### src/rtl/crossbar_scheduler_pkg.sv
// Shared definitions for the crossbar scheduler.
//   sched_state_e : FSM state encoding (IDLE, BURST)
//   N_CPU / N_MM  : number of requesting CPUs and memory modules
//   IDX_W         : width of a CPU or MM index
package crossbar_scheduler_pkg;

    localparam int N_CPU = 4;
    localparam int N_MM  = 4;
    localparam int IDX_W = 2;

    typedef enum logic {
        IDLE  = 1'b0,
        BURST = 1'b1
    } sched_state_e;

endpackage

### src/rtl/crossbar_scheduler_if.sv
// Bundle of the request and crossbar-control signals of the scheduler.
//   cpu_req/cpu_mm/cpu_len/mm_enable : request side (driven by the CPUs)
//   cpu_gnt, xbar_*, busy, beat_left : scheduler outputs (all registered)
//
// Handshake: CPU i raises cpu_req[i] and keeps it high for the whole burst.
// cpu_gnt[i] high means CPU i owns the crossbar; a beat moves on every cycle
// xbar_valid is high. Dropping cpu_req[i] while granted aborts the burst at
// the next edge. cpu_mm/cpu_len are only looked at on the grant cycle.
interface crossbar_scheduler_if #(
    parameter int LEN_W = 4
);
    import crossbar_scheduler_pkg::*;

    logic [N_CPU-1:0]         cpu_req;
    logic [N_CPU*IDX_W-1:0]   cpu_mm;
    logic [N_CPU*LEN_W-1:0]   cpu_len;
    logic [N_MM-1:0]          mm_enable;

    logic [N_CPU-1:0]         cpu_gnt;
    logic [IDX_W-1:0]         xbar_scheduler;
    logic [IDX_W-1:0]         xbar_select_0;
    logic [IDX_W-1:0]         xbar_select_1;
    logic [IDX_W-1:0]         xbar_select_2;
    logic [IDX_W-1:0]         xbar_select_3;
    logic                     xbar_valid;
    logic                     busy;
    logic [LEN_W-1:0]         beat_left;

    modport master (
        output cpu_req, cpu_mm, cpu_len, mm_enable,
        input  cpu_gnt, xbar_scheduler, xbar_select_0, xbar_select_1,
               xbar_select_2, xbar_select_3, xbar_valid, busy, beat_left
    );

    modport slave (
        input  cpu_req, cpu_mm, cpu_len, mm_enable,
        output cpu_gnt, xbar_scheduler, xbar_select_0, xbar_select_1,
               xbar_select_2, xbar_select_3, xbar_valid, busy, beat_left
    );

endinterface

### src/rtl/crossbar_scheduler_rr_arbiter4.sv
// Combinational 4-way round-robin arbiter.
//   req_i : request vector
//   ptr_i : highest-priority index; scan order ptr, ptr+1, ... (mod 4)
//   gnt_o : one-hot grant (zero when no request)
//   idx_o : index of the winner (0 when no request)
//   any_o : at least one request present
module rr_arbiter4
    import crossbar_scheduler_pkg::*;
(
    input  logic [N_CPU-1:0] req_i,
    input  logic [IDX_W-1:0] ptr_i,
    output logic [N_CPU-1:0] gnt_o,
    output logic [IDX_W-1:0] idx_o,
    output logic             any_o
);

    logic [IDX_W-1:0] cand;

    // Scan from the farthest position back to ptr_i so that the candidate
    // closest to the pointer is the last one written and therefore wins.
    always_comb begin
        any_o = 1'b0;
        idx_o = '0;
        cand  = '0;
        for (int k = N_CPU - 1; k >= 0; k--) begin
            cand = ptr_i + IDX_W'(k);
            if (req_i[cand]) begin
                any_o = 1'b1;
                idx_o = cand;
            end
        end
    end

    assign gnt_o = any_o ? (N_CPU'(1) << idx_o) : '0;

endmodule

### src/rtl/crossbar_scheduler.sv
// Burst scheduler for the 4x4 MM-to-CPU crossbar. Arbitrates the four CPU
// burst requests round-robin and holds the crossbar route for len+1 beats.
//   clk, rst_n : clock and asynchronous active-low reset
//   bus        : request inputs and registered crossbar/grant outputs
//   state_o    : current FSM state, for observation
module crossbar_scheduler
    import crossbar_scheduler_pkg::*;
#(
    parameter int LEN_W = 4
) (
    input  logic                 clk,
    input  logic                 rst_n,
    crossbar_scheduler_if.slave  bus,
    output sched_state_e         state_o
);

    logic [IDX_W-1:0] mm_of  [N_CPU];
    logic [LEN_W-1:0] len_of [N_CPU];
    logic [N_CPU-1:0] elig;

    logic [N_CPU-1:0] arb_gnt;
    logic [IDX_W-1:0] arb_idx;
    logic             arb_any;

    sched_state_e     state_q, state_d;
    logic [N_CPU-1:0] gnt_q, gnt_d;
    logic [IDX_W-1:0] sched_q, sched_d;
    logic [IDX_W-1:0] sel_q [N_MM];
    logic [IDX_W-1:0] sel_d [N_MM];
    logic             valid_q, valid_d;
    logic [LEN_W-1:0] beat_q, beat_d;
    logic [IDX_W-1:0] rr_q, rr_d;
    logic [IDX_W-1:0] cur_q, cur_d;   // CPU that owns the current burst

    logic             abort;
    logic             load;
    logic             clear;

    // A request only competes if its target MM is currently enabled.
    always_comb begin
        for (int i = 0; i < N_CPU; i++) begin
            mm_of[i]  = bus.cpu_mm[i*IDX_W +: IDX_W];
            len_of[i] = bus.cpu_len[i*LEN_W +: LEN_W];
            elig[i]   = bus.cpu_req[i] & bus.mm_enable[mm_of[i]];
        end
    end

    rr_arbiter4 u_arb (
        .req_i (elig),
        .ptr_i (rr_q),
        .gnt_o (arb_gnt),
        .idx_o (arb_idx),
        .any_o (arb_any)
    );

    assign abort = !bus.cpu_req[cur_q] || !bus.mm_enable[sched_q];

    always_comb begin
        state_d = state_q;
        gnt_d   = gnt_q;
        sched_d = sched_q;
        sel_d   = sel_q;
        valid_d = valid_q;
        beat_d  = beat_q;
        rr_d    = rr_q;
        cur_d   = cur_q;
        load    = 1'b0;
        clear   = 1'b0;

        case (state_q)
            IDLE: load = arb_any;
            BURST: begin
                // An abort never regrants in the same cycle; the next grant
                // is decided from IDLE.
                if (abort) begin
                    clear = 1'b1;
                end else if (beat_q != '0) begin
                    beat_d = beat_q - LEN_W'(1);
                end else if (arb_any) begin
                    load = 1'b1;
                end else begin
                    clear = 1'b1;
                end
            end
            default: clear = 1'b1;
        endcase

        if (clear) begin
            state_d = IDLE;
            gnt_d   = '0;
            sched_d = '0;
            sel_d   = '{default: '0};
            valid_d = 1'b0;
            beat_d  = '0;
        end

        // mm/len are captured here only; later changes do not affect the burst.
        // The pointer moves past the winner at grant time, so an aborted
        // burst still yields priority to the next CPU.
        if (load) begin
            state_d               = BURST;
            gnt_d                 = arb_gnt;
            sched_d               = mm_of[arb_idx];
            sel_d                 = '{default: '0};
            sel_d[mm_of[arb_idx]] = arb_idx;
            valid_d               = 1'b1;
            beat_d                = len_of[arb_idx];
            rr_d                  = arb_idx + IDX_W'(1);
            cur_d                 = arb_idx;
        end
    end

    always_ff @(posedge clk or negedge rst_n) begin
        if (!rst_n) begin
            state_q <= IDLE;
            gnt_q   <= '0;
            sched_q <= '0;
            sel_q   <= '{default: '0};
            valid_q <= 1'b0;
            beat_q  <= '0;
            rr_q    <= '0;
            cur_q   <= '0;
        end else begin
            state_q <= state_d;
            gnt_q   <= gnt_d;
            sched_q <= sched_d;
            sel_q   <= sel_d;
            valid_q <= valid_d;
            beat_q  <= beat_d;
            rr_q    <= rr_d;
            cur_q   <= cur_d;
        end
    end

    assign bus.cpu_gnt        = gnt_q;
    assign bus.xbar_scheduler = sched_q;
    assign bus.xbar_select_0  = sel_q[0];
    assign bus.xbar_select_1  = sel_q[1];
    assign bus.xbar_select_2  = sel_q[2];
    assign bus.xbar_select_3  = sel_q[3];
    assign bus.xbar_valid     = valid_q;
    assign bus.busy           = (state_q == BURST);
    assign bus.beat_left      = beat_q;
    assign state_o            = state_q;

endmodule

### src/flat_wrapper.sv
// flat-port wrapper written by rule: the top's interface ports become plain ports
module crossbar_scheduler_flat import crossbar_scheduler_pkg::*;
#(
    parameter int LEN_W = 4
)
  (clk, rst_n, state_o, bus_cpu_req, bus_cpu_mm, bus_cpu_len, bus_mm_enable, bus_cpu_gnt, bus_xbar_scheduler, bus_xbar_select_0, bus_xbar_select_1, bus_xbar_select_2, bus_xbar_select_3, bus_xbar_valid, bus_busy, bus_beat_left);
  crossbar_scheduler_if #(.LEN_W(LEN_W)) bus_i ();
  input  logic clk;
  input  logic rst_n;
  output sched_state_e state_o;
  input wire logic [$bits(bus_i.cpu_req)-1:0] bus_cpu_req;
  input wire logic [$bits(bus_i.cpu_mm)-1:0] bus_cpu_mm;
  input wire logic [$bits(bus_i.cpu_len)-1:0] bus_cpu_len;
  input wire logic [$bits(bus_i.mm_enable)-1:0] bus_mm_enable;
  output wire logic [$bits(bus_i.cpu_gnt)-1:0] bus_cpu_gnt;
  output wire logic [$bits(bus_i.xbar_scheduler)-1:0] bus_xbar_scheduler;
  output wire logic [$bits(bus_i.xbar_select_0)-1:0] bus_xbar_select_0;
  output wire logic [$bits(bus_i.xbar_select_1)-1:0] bus_xbar_select_1;
  output wire logic [$bits(bus_i.xbar_select_2)-1:0] bus_xbar_select_2;
  output wire logic [$bits(bus_i.xbar_select_3)-1:0] bus_xbar_select_3;
  output wire logic [$bits(bus_i.xbar_valid)-1:0] bus_xbar_valid;
  output wire logic [$bits(bus_i.busy)-1:0] bus_busy;
  output wire logic [$bits(bus_i.beat_left)-1:0] bus_beat_left;
  assign bus_i.cpu_req = bus_cpu_req;
  assign bus_i.cpu_mm = bus_cpu_mm;
  assign bus_i.cpu_len = bus_cpu_len;
  assign bus_i.mm_enable = bus_mm_enable;
  assign bus_cpu_gnt = bus_i.cpu_gnt;
  assign bus_xbar_scheduler = bus_i.xbar_scheduler;
  assign bus_xbar_select_0 = bus_i.xbar_select_0;
  assign bus_xbar_select_1 = bus_i.xbar_select_1;
  assign bus_xbar_select_2 = bus_i.xbar_select_2;
  assign bus_xbar_select_3 = bus_i.xbar_select_3;
  assign bus_xbar_valid = bus_i.xbar_valid;
  assign bus_busy = bus_i.busy;
  assign bus_beat_left = bus_i.beat_left;
  crossbar_scheduler #(.LEN_W(LEN_W)) u_core (.clk(clk), .rst_n(rst_n), .bus(bus_i), .state_o(state_o));
endmodule
### config.mk
export PLATFORM = sky130hd
export DESIGN_NAME = crossbar_scheduler_flat
export DESIGN_NICKNAME = d
export VERILOG_FILES = /design/src/rtl/crossbar_scheduler_pkg.sv /design/src/rtl/crossbar_scheduler_if.sv /design/src/rtl/crossbar_scheduler_rr_arbiter4.sv /design/src/rtl/crossbar_scheduler.sv /design/src/flat_wrapper.sv
export SDC_FILE = /design/constraint.sdc
export NUM_CORES = 1
export LEC_CHECK = 0
export CAP_MARGIN = 20
export CELL_PAD_IN_SITES_DETAIL_PLACEMENT = 0
export CELL_PAD_IN_SITES_GLOBAL_PLACEMENT = 1
export CORE_ASPECT_RATIO = 2
export CORE_MARGIN = 2
export CORE_UTILIZATION = 36
export DETAILED_ROUTE_END_ITERATION = 12
export PLACE_DENSITY_LB_ADDON = 0.12
export SKIP_CTS_REPAIR_TIMING = 1
export SLEW_MARGIN = 30
export SYNTH_ARGS = -nofsm -noshare
export SYNTH_HDL_FRONTEND = slang
export SYNTH_HIERARCHICAL = 1
export SYNTH_SLANG_ARGS = --single-unit
### constraint.sdc
create_clock -name clk -period 6.7 [get_ports clk]
set_input_delay 0.67 -clock clk [delete_from_list [all_inputs] [get_ports clk]]
set_output_delay 0.67 -clock clk [all_outputs]
set_load 0.01 [all_outputs]
==> impl_metrics.toml <==
[outcome]
status = "complete, no violations"

[run]
maxCapViolations = 0

[detailed_routing]
drt_iter0_drc = 29
ant_nets = 0
wl_met3_um = 191
remaining_drc_errors = 0
route.top_layer_used = "met4"
first_pass_iters = 4
routed-wl-met2_um = 2710
totalWireLength_um = 4490
met1_length_um = 1490
via_count = 1380
avgViaCountPerCell = 5.56
avgRoutedWirePerCell_um = 18.1

[pwr]
p_sw_share_pct = 40.4
peakVddDrop_uv = 209
p_leak_nw = 0.859
comb_power_share_pct = 53.5
p_int_uw = 410
p_seq_share_pct = 33.5
pwr-share-clk_pct = 12.9
totalPowerFinal_uw = 689
powerDensity_nw_per_um2 = 326
power.switching_uw = 278

[placed_design]
globalplace.congestion = 0.817
dp_hpwl_um = 3650
pre_cts_ws_ns = 2.84
io_buffers = 54
place_inst = 244

[setup_path]
cp.buffers_inverters = 2
worstPathRequired_ns = 6.89
cp.arrival_ns = 3.75
r2r-start = "u_core/rr_q[0]"
cp_top_family = "multiplexers"
worstPathCellList = "clkdlybuf4s50_1, mux4_2, and2_1, nand2b_1, a21oi_1, a221oi_2, buf_4, mux4_2, or2_1, o21ai_0"
max_stage_delay_ns = 0.53
crit_path_frequent_cell = "mux4_2"
crit_fanout = 10
cpMaxStageDelayCell = "mux4_2"
r2r_cells = 7
end_kind = "flop"
reg2reg_to = "u_core/bus.xbar_select_2[0]"
worstSetupPathType = "in -> reg"
r2r_slack_ns = 4.20
critPathLaunchType = "primary input"

[synthesis]
ys_types = 43
syn_area_sq_um = 1520
syn_nets = 181
synth.avg_cell_area_sq_um = 10.5
yosys_warnings = 6
syn_inst = 145
seq_area_frac_synth_pct = 38.0
ys_ff_latch = 23

[sta]
finalSetupTns_ns = 0
setup_ws_ns = 3.14
tightest_slew_ns = 0.560
worst_clock_skew_ns = 0.00655
slew_headroom_pct = 62.7
finalHoldViolCount = 0
slew_viol_final = 0
fmax_mhz = 281
rsz0062_at_grt = "no"
final-setup-viol-count = 0
post-route-min-period_ns = 3.56
min_period_over_period_pct = 53.2

[layout]
fin_cells = 248
fillers = 372
drive_above_1_share_pct = 14.3
areaGrowthSynthToFinish_pct = 39.3
diodes = 0
fin_nets = 233

[floorplan]
die_area_sq_um = 4780
io_pins = 55
core-area_sq_um = 4090
initial_core_util_pct = 37.1
die_h_um = 95.8
rows = 33
die_x_um = 49.9

[cts]
cts_buffer_depth = 2
clk_latency_ns = 0.27
cts.sinks = 23
cts_tree = "built"
htree_levels = 1
cts_made_buffers = 3
cts_root_buf = "clkbuf_8"
clk_pin_slew_ns = 0.09

[global_routing]
grt_pass1_wl_um = 7300
antenna_found_initial = 0
gr-total-overflow = 0
grt_max_degree = 24
grt_use_total_pct = 20.5
grt_pass1_vias = 1488

[min_path]
hold_class = "in -> async"
## worst max path at each step
stage	slack, ns	from	cells after the start	to
2_1_floorplan	3.66	bus_cpu_mm[4]	9	u_core/bus.beat_left[0]
3_3_place_gp	2.97	bus_cpu_mm[4]	10	u_core/bus.xbar_select_2[1]
3_5_place_dp	2.84	bus_cpu_mm[4]	10	u_core/bus.xbar_select_2[1]
4_1_cts	3.14	bus_cpu_mm[4]	10	u_core/bus.xbar_select_2[0]
5_1_grt	2.93	bus_cpu_mm[4]	10	u_core/bus.xbar_select_2[0]
6_report	3.14	bus_cpu_mm[4]	10	u_core/bus.xbar_select_2[0]
## flip-flops by register name (all words and copies together) (netlist names)
| name | count |
|---|---|
| u_core/bus.xbar_scheduler | 2 |
| u_core/bus.cpu_gnt | 4 |
| u_core/bus.beat_left | 4 |
| u_core/bus.xbar_select_0 | 2 |
| u_core/bus.xbar_select_1 | 2 |
| u_core/bus.xbar_select_2 | 2 |
| u_core/bus.xbar_select_3 | 2 |
| u_core/bus.xbar_valid | 1 |
| u_core/rr_q | 2 |
| u_core/cur_q | 2 |
## cell type report
| cell class | instances | area, sq um | area share (%) |
|---|---|---|---|
| tap | 52 | 65.1 | 3.08 |
| sequential | 23 | 576 | 27.3 |
| inverter | 3 | 11.3 | 0.533 |
| clock inverter | 1 | 5.00 | 0.237 |
| multi-input combinational | 111 | 871 | 41.2 |
| clock buffer | 3 | 41.3 | 1.95 |
| timing repair buffer | 55 | 543 | 25.7 |
## through the flow
step | utilization (%) | hold slack, ns | area [sq um]
6_report | 51.7 | 0.373 | 2110
5_1_grt | 51.7 | 0.410 | 2110
3_5_place_dp | 50.5 | 0.475 | 2070
3_3_place_gp | 50.7 | 0.469 | 2070
2_1_floorplan | - | 0.374 | 1520
4_1_cts | 51.7 | 0.388 | 2110
## Yosys cell counts
cell type	count	share of area, %
a211o_1	1	0.58
and3_1	1	0.41
o21a_1	1	0.50
o22a_1	1	0.58
o31ai_1	1	0.50
a41o_1	1	0.66
buf_6	2	1.5
nor2_1	8	2.0
nand2_1	25	6.2
clkbuf_1	1	0.25
buf_4	3	1.5
nor3_1	2	0.66
dfrtp_1	23	38
and2_1	4	1.6
a41o_2	1	0.74
a221o_1	3	2.0
a41oi_2	1	1.1
buf_2	2	0.66
or2_1	1	0.41
ha_1	2	1.6
nand4_1	1	0.41
o22ai_1	2	0.82
o21ai_0	12	4.0
or4_1	1	0.50
nor3b_1	2	0.99
o21ai_1	1	0.33
mux2_2	1	0.74
nor2b_1	3	1.2
a22o_2	4	2.6
inv_2	1	0.25
mux2i_1	2	1.3
o21bai_1	1	0.50
o31a_1	1	0.58
a221oi_2	1	0.99
mux4_2	11	16
xnor2_1	1	0.58
nand2b_1	4	1.6
inv_1	2	0.50
a21o_1	1	0.50
o221a_1	1	0.74
a21oi_1	6	2.0
and2_2	1	0.50
or3b_2	1	0.58
## power groups by stage
stage                     clock network (mW)  registers (mW)  logic [mW]
final                                 0.0892           0.231       0.368
after global routing                  0.0977           0.239       0.404
after CTS                             0.0926           0.232       0.375
after detailed placement                   0           0.235       0.373
after global placement                     0           0.232       0.369
after floorplan                            0           0.236       0.223
## logic make-up (layout without fill, tap and decap cells)
logic type,after synthesis,after routing,synth area share [%]
multiplexers,14,14,18.4
buffers and inverters,11,62,4.62
AND/OR/NAND/NOR,54,54,17.2
flip-flops,23,23,38.0
XOR/XNOR,1,1,0.578
adder cells (fa/ha/maj),2,2,1.65
AO/OA/AOI/OAI,40,40,19.6
## cells in the final DEF, fill, tap and decap left out, types with 2 or more instances in the layout
| master | instances |
|---|---|
| a221o_1 | 3 |
| mux2i_1 | 2 |
| mux4_2 | 11 |
| and2_1 | 4 |
| nor2b_1 | 3 |
| nor2_1 | 8 |
| a21oi_1 | 6 |
| ha_1 | 2 |
| inv_1 | 2 |
| nor3b_1 | 2 |
| clkdlybuf4s50_1 | 53 |
| nand2_1 | 25 |
| clkbuf_8 | 3 |
| nor3_1 | 2 |
| dfrtp_1 | 23 |
| nand2b_1 | 4 |
| o22ai_1 | 2 |
| o21ai_0 | 12 |
| a22o_2 | 4 |
## layer usage
metal / GRT usage [%] / vias up
met1: 20.1 / 678
met3: 2.80 / 8
li1: - / 642
met2: 41.1 / 52
met4: 9.03 / 0
met5: 0 / -
Power figures use the tool's default switching activity.
